==> config.mk <==
export PLATFORM = sky130hd
export DESIGN_NAME = hcp_frame_arbiter_flat
export DESIGN_NICKNAME = d
export VERILOG_FILES = /design/src/rtl/hcp_frame_arbiter_if.sv /design/src/rtl/hcp_frame_arbiter.sv /design/src/flat_wrapper.sv
export SDC_FILE = /design/constraint.sdc
export NUM_CORES = 2
export LEC_CHECK = 0
export CAP_MARGIN = 10
export CORE_AREA = 2 2 471 473
export DETAILED_ROUTE_END_ITERATION = 12
export DIE_AREA = 0 0 473 475
export GPL_TIMING_DRIVEN = 0
export MAX_ROUTING_LAYER = met4
export PLACE_DENSITY = 0.61
export SKIP_CTS_REPAIR_TIMING = 1
export SLEW_MARGIN = 20
export SYNTH_ARGS = -nofsm -noshare
export SYNTH_HDL_FRONTEND = slang
export SYNTH_SLANG_ARGS = --single-unit
export TNS_END_PERCENT = 100
==> constraint.sdc <==
create_clock -name i_clk -period 5.11 [get_ports i_clk]
set_input_delay 0.511 -clock i_clk [delete_from_list [all_inputs] [get_ports i_clk]]
set_output_delay 0.511 -clock i_clk [all_outputs]
set_load 0.005 [all_outputs]
==> src/rtl/hcp_frame_arbiter_if.sv <==
// Bundle of the framed input channels and the merged output stream.
// master drives channel beats and the mode; slave is the arbiter.
interface hcp_frame_arbiter_if #(
  parameter int CH_NUM = 4,
  parameter int DW     = 8
);
  localparam int GW = $clog2(CH_NUM);

  logic [CH_NUM*(DW+1)-1:0] iv_data;
  logic [CH_NUM-1:0]        iv_data_wr;
  logic                     i_prio_mode;
  logic [DW:0]              ov_data;
  logic                     o_data_wr;
  logic [GW-1:0]            ov_grant_ch;
  logic [CH_NUM-1:0]        ov_drop_pulse;

  modport master (
    output iv_data, iv_data_wr, i_prio_mode,
    input  ov_data, o_data_wr, ov_grant_ch, ov_drop_pulse
  );

  modport slave (
    input  iv_data, iv_data_wr, i_prio_mode,
    output ov_data, o_data_wr, ov_grant_ch, ov_drop_pulse
  );
endinterface

==> src/rtl/hcp_frame_arbiter.sv <==
// Store-and-forward merge of CH_NUM framed beat streams onto one
// output, round-robin or strict priority, with per-channel drop pulses.
module hcp_frame_arbiter #(
  parameter int CH_NUM = 4,
  parameter int DW     = 8,
  parameter int DEPTH  = 64
) (
  input logic i_clk,
  input logic i_rst_n,
  hcp_frame_arbiter_if.slave bus
);
  localparam int AW = $clog2(DEPTH);
  localparam int GW = $clog2(CH_NUM);

  typedef enum logic [1:0] {IDLE, SEND, GAP} st_t;

  st_t           state, nxt_state;
  logic [GW-1:0] gnt, nxt_gnt, pick;
  logic          found;
  logic          first;

  logic [CH_NUM-1:0][DW:0] rd_beat;
  logic [CH_NUM-1:0]       cnt_nz;
  logic [CH_NUM-1:0]       commit;
  logic [CH_NUM-1:0]       done;
  logic [CH_NUM-1:0]       drop;

  for (genvar k = 0; k < CH_NUM; k++) begin : g_ch
    logic [DW:0]   mem [DEPTH];
    logic [AW-1:0] wr_ptr, cm_ptr, rd_ptr;
    logic [AW-1:0] nxt_wr, nxt_cm, wr_addr;
    logic [AW:0]   cnt;
    logic          open, skip, prev;
    logic          nxt_open, nxt_skip;
    logic          wr_en, start, cmt, drp;
    logic          vld, head, rd_en, full, cm_full;
    logic [DW:0]   beat;

    assign beat       = bus.iv_data[k*(DW+1) +: DW+1];
    assign vld        = bus.iv_data_wr[k];
    assign head       = beat[DW];
    assign full       = (wr_ptr + 1'b1) == rd_ptr;
    assign cm_full    = (cm_ptr + 1'b1) == rd_ptr;
    assign rd_en      = (state == SEND) && (gnt == GW'(k));
    assign rd_beat[k] = mem[rd_ptr];
    assign cnt_nz[k]  = cnt != '0;
    assign commit[k]  = cmt;
    assign drop[k]    = drp;
    assign done[k]    = rd_en && !first && rd_beat[k][DW];

    // A delimiter after an idle cycle is a new head; one that
    // directly follows a beat of the open frame is its tail.
    always_comb begin
      nxt_wr   = wr_ptr;
      nxt_cm   = cm_ptr;
      nxt_open = open;
      nxt_skip = skip;
      wr_addr  = wr_ptr;
      wr_en    = 1'b0;
      start    = 1'b0;
      cmt      = 1'b0;
      drp      = 1'b0;
      if (vld) begin
        unique case (1'b1)
          skip: begin
            nxt_skip = !head;
            start    = head && !prev;
          end
          open: begin
            if (head && !prev) begin
              drp      = 1'b1;
              nxt_wr   = cm_ptr;
              nxt_open = 1'b0;
              start    = 1'b1;
            end else if (full) begin
              drp      = 1'b1;
              nxt_wr   = cm_ptr;
              nxt_open = 1'b0;
              nxt_skip = !head;
            end else begin
              wr_en  = 1'b1;
              nxt_wr = wr_ptr + 1'b1;
              if (head) begin
                cmt      = 1'b1;
                nxt_cm   = wr_ptr + 1'b1;
                nxt_open = 1'b0;
              end
            end
          end
          default: start = head;
        endcase
        if (start) begin
          if (cm_full) begin
            drp      = 1'b1;
            nxt_skip = 1'b1;
          end else begin
            wr_en    = 1'b1;
            wr_addr  = cm_ptr;
            nxt_wr   = cm_ptr + 1'b1;
            nxt_open = 1'b1;
          end
        end
      end
    end

    always_ff @(posedge i_clk) begin
      if (!i_rst_n) begin
        wr_ptr <= '0;
        cm_ptr <= '0;
        rd_ptr <= '0;
        cnt    <= '0;
        open   <= 1'b0;
        skip   <= 1'b0;
        prev   <= 1'b0;
      end else begin
        wr_ptr <= nxt_wr;
        cm_ptr <= nxt_cm;
        open   <= nxt_open;
        skip   <= nxt_skip;
        prev   <= vld;
        if (rd_en) rd_ptr <= rd_ptr + 1'b1;
        cnt <= cnt + (AW+1)'(cmt) - (AW+1)'(done[k]);
      end
    end

    always_ff @(posedge i_clk) begin
      if (wr_en) mem[wr_addr] <= beat;
    end
  end

  always_comb begin
    pick  = gnt;
    found = 1'b0;
    for (int i = 0; i < CH_NUM; i++) begin
      logic [GW-1:0] c;
      c = bus.i_prio_mode ? GW'(i)
                          : GW'((int'(gnt) + 1 + i) % CH_NUM);
      if (!found && cnt_nz[c]) begin
        found = 1'b1;
        pick  = c;
      end
    end
  end

  always_ff @(posedge i_clk) begin
    if (!i_rst_n) begin
      state             <= IDLE;
      gnt               <= GW'(CH_NUM - 1);
      first             <= 1'b0;
      bus.ov_drop_pulse <= '0;
    end else begin
      state             <= nxt_state;
      gnt               <= nxt_gnt;
      first             <= state == IDLE;
      bus.ov_drop_pulse <= drop;
    end
  end

  always_comb begin
    nxt_state = state;
    nxt_gnt   = gnt;
    unique case (state)
      IDLE: if (found) begin
        nxt_state = SEND;
        nxt_gnt   = pick;
      end
      SEND: if (done[gnt]) nxt_state = GAP;
      GAP:  nxt_state = IDLE;
      default: nxt_state = IDLE;
    endcase
  end

  always_comb begin
    bus.o_data_wr = 1'b0;
    bus.ov_data   = '0;
    if (state == SEND) begin
      bus.o_data_wr = 1'b1;
      bus.ov_data   = rd_beat[gnt];
    end
  end

  assign bus.ov_grant_ch = gnt;
endmodule

==> src/flat_wrapper.sv <==
// flat-port wrapper written by rule: the top's interface ports become plain ports
module hcp_frame_arbiter_flat 
#(
  parameter int CH_NUM = 4,
  parameter int DW     = 8,
  parameter int DEPTH  = 64
)
  (i_clk, i_rst_n, bus_iv_data, bus_iv_data_wr, bus_i_prio_mode, bus_ov_data, bus_o_data_wr, bus_ov_grant_ch, bus_ov_drop_pulse);
  hcp_frame_arbiter_if #(.CH_NUM(CH_NUM), .DW(DW)) bus_i ();
  input logic i_clk;
  input logic i_rst_n;
  input wire logic [$bits(bus_i.iv_data)-1:0] bus_iv_data;
  input wire logic [$bits(bus_i.iv_data_wr)-1:0] bus_iv_data_wr;
  input wire logic [$bits(bus_i.i_prio_mode)-1:0] bus_i_prio_mode;
  output wire logic [$bits(bus_i.ov_data)-1:0] bus_ov_data;
  output wire logic [$bits(bus_i.o_data_wr)-1:0] bus_o_data_wr;
  output wire logic [$bits(bus_i.ov_grant_ch)-1:0] bus_ov_grant_ch;
  output wire logic [$bits(bus_i.ov_drop_pulse)-1:0] bus_ov_drop_pulse;
  assign bus_i.iv_data = bus_iv_data;
  assign bus_i.iv_data_wr = bus_iv_data_wr;
  assign bus_i.i_prio_mode = bus_i_prio_mode;
  assign bus_ov_data = bus_i.ov_data;
  assign bus_o_data_wr = bus_i.o_data_wr;
  assign bus_ov_grant_ch = bus_i.ov_grant_ch;
  assign bus_ov_drop_pulse = bus_i.ov_drop_pulse;
  hcp_frame_arbiter #(.CH_NUM(CH_NUM), .DW(DW), .DEPTH(DEPTH)) u_core (.i_clk(i_clk), .i_rst_n(i_rst_n), .bus(bus_i));
endmodule
==> impl_metrics.json <==
{
  "routedWlPerCell_um": 29.3,
  "max_freq_mhz": 198,
  "worst_pin_slew_ps": 1170,
  "slew_headroom": 0.215,
  "vias": 50600,
  "cts_tree": "yes",
  "firstDrtPassIters": 6,
  "num_io_pins": 59,
  "core_um2": 219000,
  "dieArea_um2": 225000,
  "cp_top_family": "compound AO/OA/AOI/OAI gates",
  "drc": 0,
  "grt_max_degree": 65,
  "worst_path_max_delay_cell": "mux4_2",
  "dp_slack_ps": -1400,
  "irDropWorstVdd_mv": 0.395,
  "h-tree-depth": 4,
  "fin_nets": 5475,
  "crit_arrival_ps": 4550,
  "die_y_um": 475,
  "ys_top_cells_by_count": "edfxtp_1 (2,304), mux4_2 (667), nor2_1 (316), dfxtp_1 (145), clkbuf_1 (127)",
  "syn_area_per_cell_um2": 19.8,
  "viasPerCell": 5.98,
  "hold_viol": 0,
  "antenna_found_initial": 8,
  "rsz0062_at_grt": "true",
  "worst-setup-path-type": "register to output pin",
  "setup_viol": 0,
  "io_buffer_count": 55,
  "yosys-top-cells-area": "edfxtp_1 (70%), mux4_2 (15%), dfxtp_1 (2.9%)",
  "cts.sinks": 2449,
  "finalCritPeriodShare": 0.990,
  "status": "finished, final reports clean",
  "p_leak_uw": 0.0346,
  "p_clk_frac": 0.380,
  "clk_pin_slew_ps": 60,
  "drv_slew": 0,
  "grt_usage": 0.227,
  "p_int_uw": 34500,
  "drive_above_1_share": 0.274,
  "die_x_um": 473,
  "cp_max_fo": 10,
  "postLayoutCellArea_um2": 113000,
  "end_kind": "output pin",
  "clk_path_buf_depth": 3,
  "synthesis.nets": 5073,
  "ys.flop_type": "edfxtp_1",
  "powerDensity_nw_per_um2": 404,
  "yosys.cell_count.top_type": "edfxtp_1",
  "initial_utilization": 0.449,
  "finish.utilization": 0.515,
  "clock_skew_ps": 37.3,
  "wirelength_um": 247000,
  "comb_power_share": 0.132,
  "start_kind": "register",
  "syn_to_final_growth_pct": 14.6,
  "drtIter0Drc": 5671,
  "ant_nets": 0,
  "crit_buf_inv": 4,
  "swShare": 0.244,
  "placementRows": 172,
  "dpl_cell_area_um2": 104000,
  "place_congestion": 0.886,
  "overflow": 0,
  "holdCritStartpoint": "bus_iv_data[33]",
  "power_switching_uw": 11100,
  "hpwlAfterDp_um": 167000,
  "synth_top_area_frac": 0.703,
  "cap_violations": 0,
  "synth_edf_count": 2304,
  "cp_cell_sequence": "buf_8, buf_12, buf_8, mux4_2, mux4_2, a22oi_2, nand2_2, a22oi_2, o211ai_1, dlymetal6s2s_1",
  "synth_seq_area_share": 0.732,
  "netlist_area_um2": 98500,
  "clock_latency_ps": 880,
  "period_needed_ps": 5060,
  "fin_ws_ps": 52.6,
  "synthArstFlopShare": 0,
  "ys_warn_count": 0,
  "cts-root-buf": "clkbuf_16",
  "grt_pass1_wl_um": 358000,
  "yosysUniqueCellTypes": 83,
  "yosysTopAreaCell": "edfxtp_1",
  "ys_ff_latch": 2449,
  "grt_pass1_vias": 50600,
  "cp.required_ps": 4600,
  "synth_cells": 4974,
  "slowest_delay_ps": 570,
  "p_seq_frac": 0.488,
  "hold_class": "input port to register",
  "cts_buffers": 239
}
==> metal layers <==
metal / wire (um) / GRT usage / part of all wire / vias up
met5: 0 / - / 0 / -
met4: 6470 / 0.0601 / 0.026 / 0
met3: 17500 / 0.0382 / 0.071 / 387
met2: 118000 / 0.349 / 0.48 / 1910
met1: 106000 / 0.317 / 0.43 / 26900
li1: - / - / - / 21400
==> flip-flops by register name, indices dropped and copies added (netlist names), 4 cells and up, named ones only <==
signal                    cells
u_core.g_ch.open              4
u_core.g_ch.rd_ptr           24
u_core.g_ch.prev              4
u_core.g_ch.skip              4
u_core.g_ch.cnt              28
u_core.bus.ov_drop_pulse      4
u_core.g_ch.cm_ptr           24
u_core.g_ch.wr_ptr           24
u_core.g_ch.mem            2304
==> area by class of cell <==
| type | instances | area [um^2] |
|---|---|---|
| diodes | 6 | 15.0 |
| plain buffers | 279 | 1670 |
| clock buffers | 287 | 6220 |
| clock inverters | 157 | 1450 |
| fillers | 17300 | 106000 |
| inverters | 78 | 293 |
| multi-input cells | 2166 | 25800 |
| flip-flops and latches | 2449 | 72100 |
| well taps | 2871 | 3590 |
| repair buffers | 163 | 1740 |
==> kinds of logic (layout without fill, tap and decap cells) <==
family | Yosys count | after routing | share of synthesized area
compound gates | 461 | 461 | 0.0330
xor+xnor | 123 | 123 | 0.0144
fa+ha+maj | 56 | 56 | 0.00742
buf+inv | 359 | 964 | 0.0150
flops | 2449 | 2449 | 0.732
mux | 739 | 739 | 0.160
other cells | 0 | 6 | 0
simple gates | 787 | 787 | 0.0379
==> stage by stage <==
step	cells	hold WS, ps	power (uW)	setup TNS [ps]
6_report	8456	67.0	45600	0
5_1_grt	8454	58.1	47100	-99.0
4_1_cts	8452	13.2	45700	-23390
3_5_place_dp	8008	453	28500	-14750
3_3_place_gp	7900	443	28400	-1044860
2_1_floorplan	4974	434	26300	0
==> power groups by stage <==
stage	Clock [uW]	Combinational, uW	Sequential [uW]
finish	17400	6000	22300
global route	18400	6420	22300
CTS	17600	5880	22200
detailed placement	0	5860	22700
global placement	0	5690	22700
floorplan	0	3690	22600
==> cells in the final DEF (no fill, tap or decap), types with 50 or more instances in the layout <==
| cell | Yosys | final |
|---|---|---|
| edfxtp_1 | 2304 | 2304 |
| mux4_2 | 667 | 667 |
| nor2_1 | 316 | 295 |
| clkbuf_16 | 0 | 242 |
| dfxtp_1 | 145 | 143 |
| clkbuf_1 | 127 | 131 |
| nand2_1 | 125 | 121 |
| nor3_2 | 0 | 78 |
| inv_1 | 75 | 75 |
| buf_4 | 1 | 75 |
| a21oi_1 | 76 | 66 |
| clkinv_1 | 1 | 66 |
| buf_2 | 92 | 63 |
| xnor2_1 | 63 | 63 |
| mux2i_1 | 55 | 55 |
| a22oi_1 | 72 | 54 |
| o21ai_0 | 64 | 54 |
| ha_1 | 52 | 52 |
| nand3_1 | 52 | 50 |
==> path summary, 6_finish.rpt <==
kind / endpoint / slack [ps] / cells after the start
worst max register to register: u_core.g_ch[2].cnt[6] / 510 / 20
worst max-delay path: bus_ov_data[3] / 50 / 10
worst min register to register: u_core.g_ch[0].skip / 460 / 1
worst min-delay path: u_core.g_ch[3].mem[30][6] / 70 / 1
(Power assumes the default switching activity.)
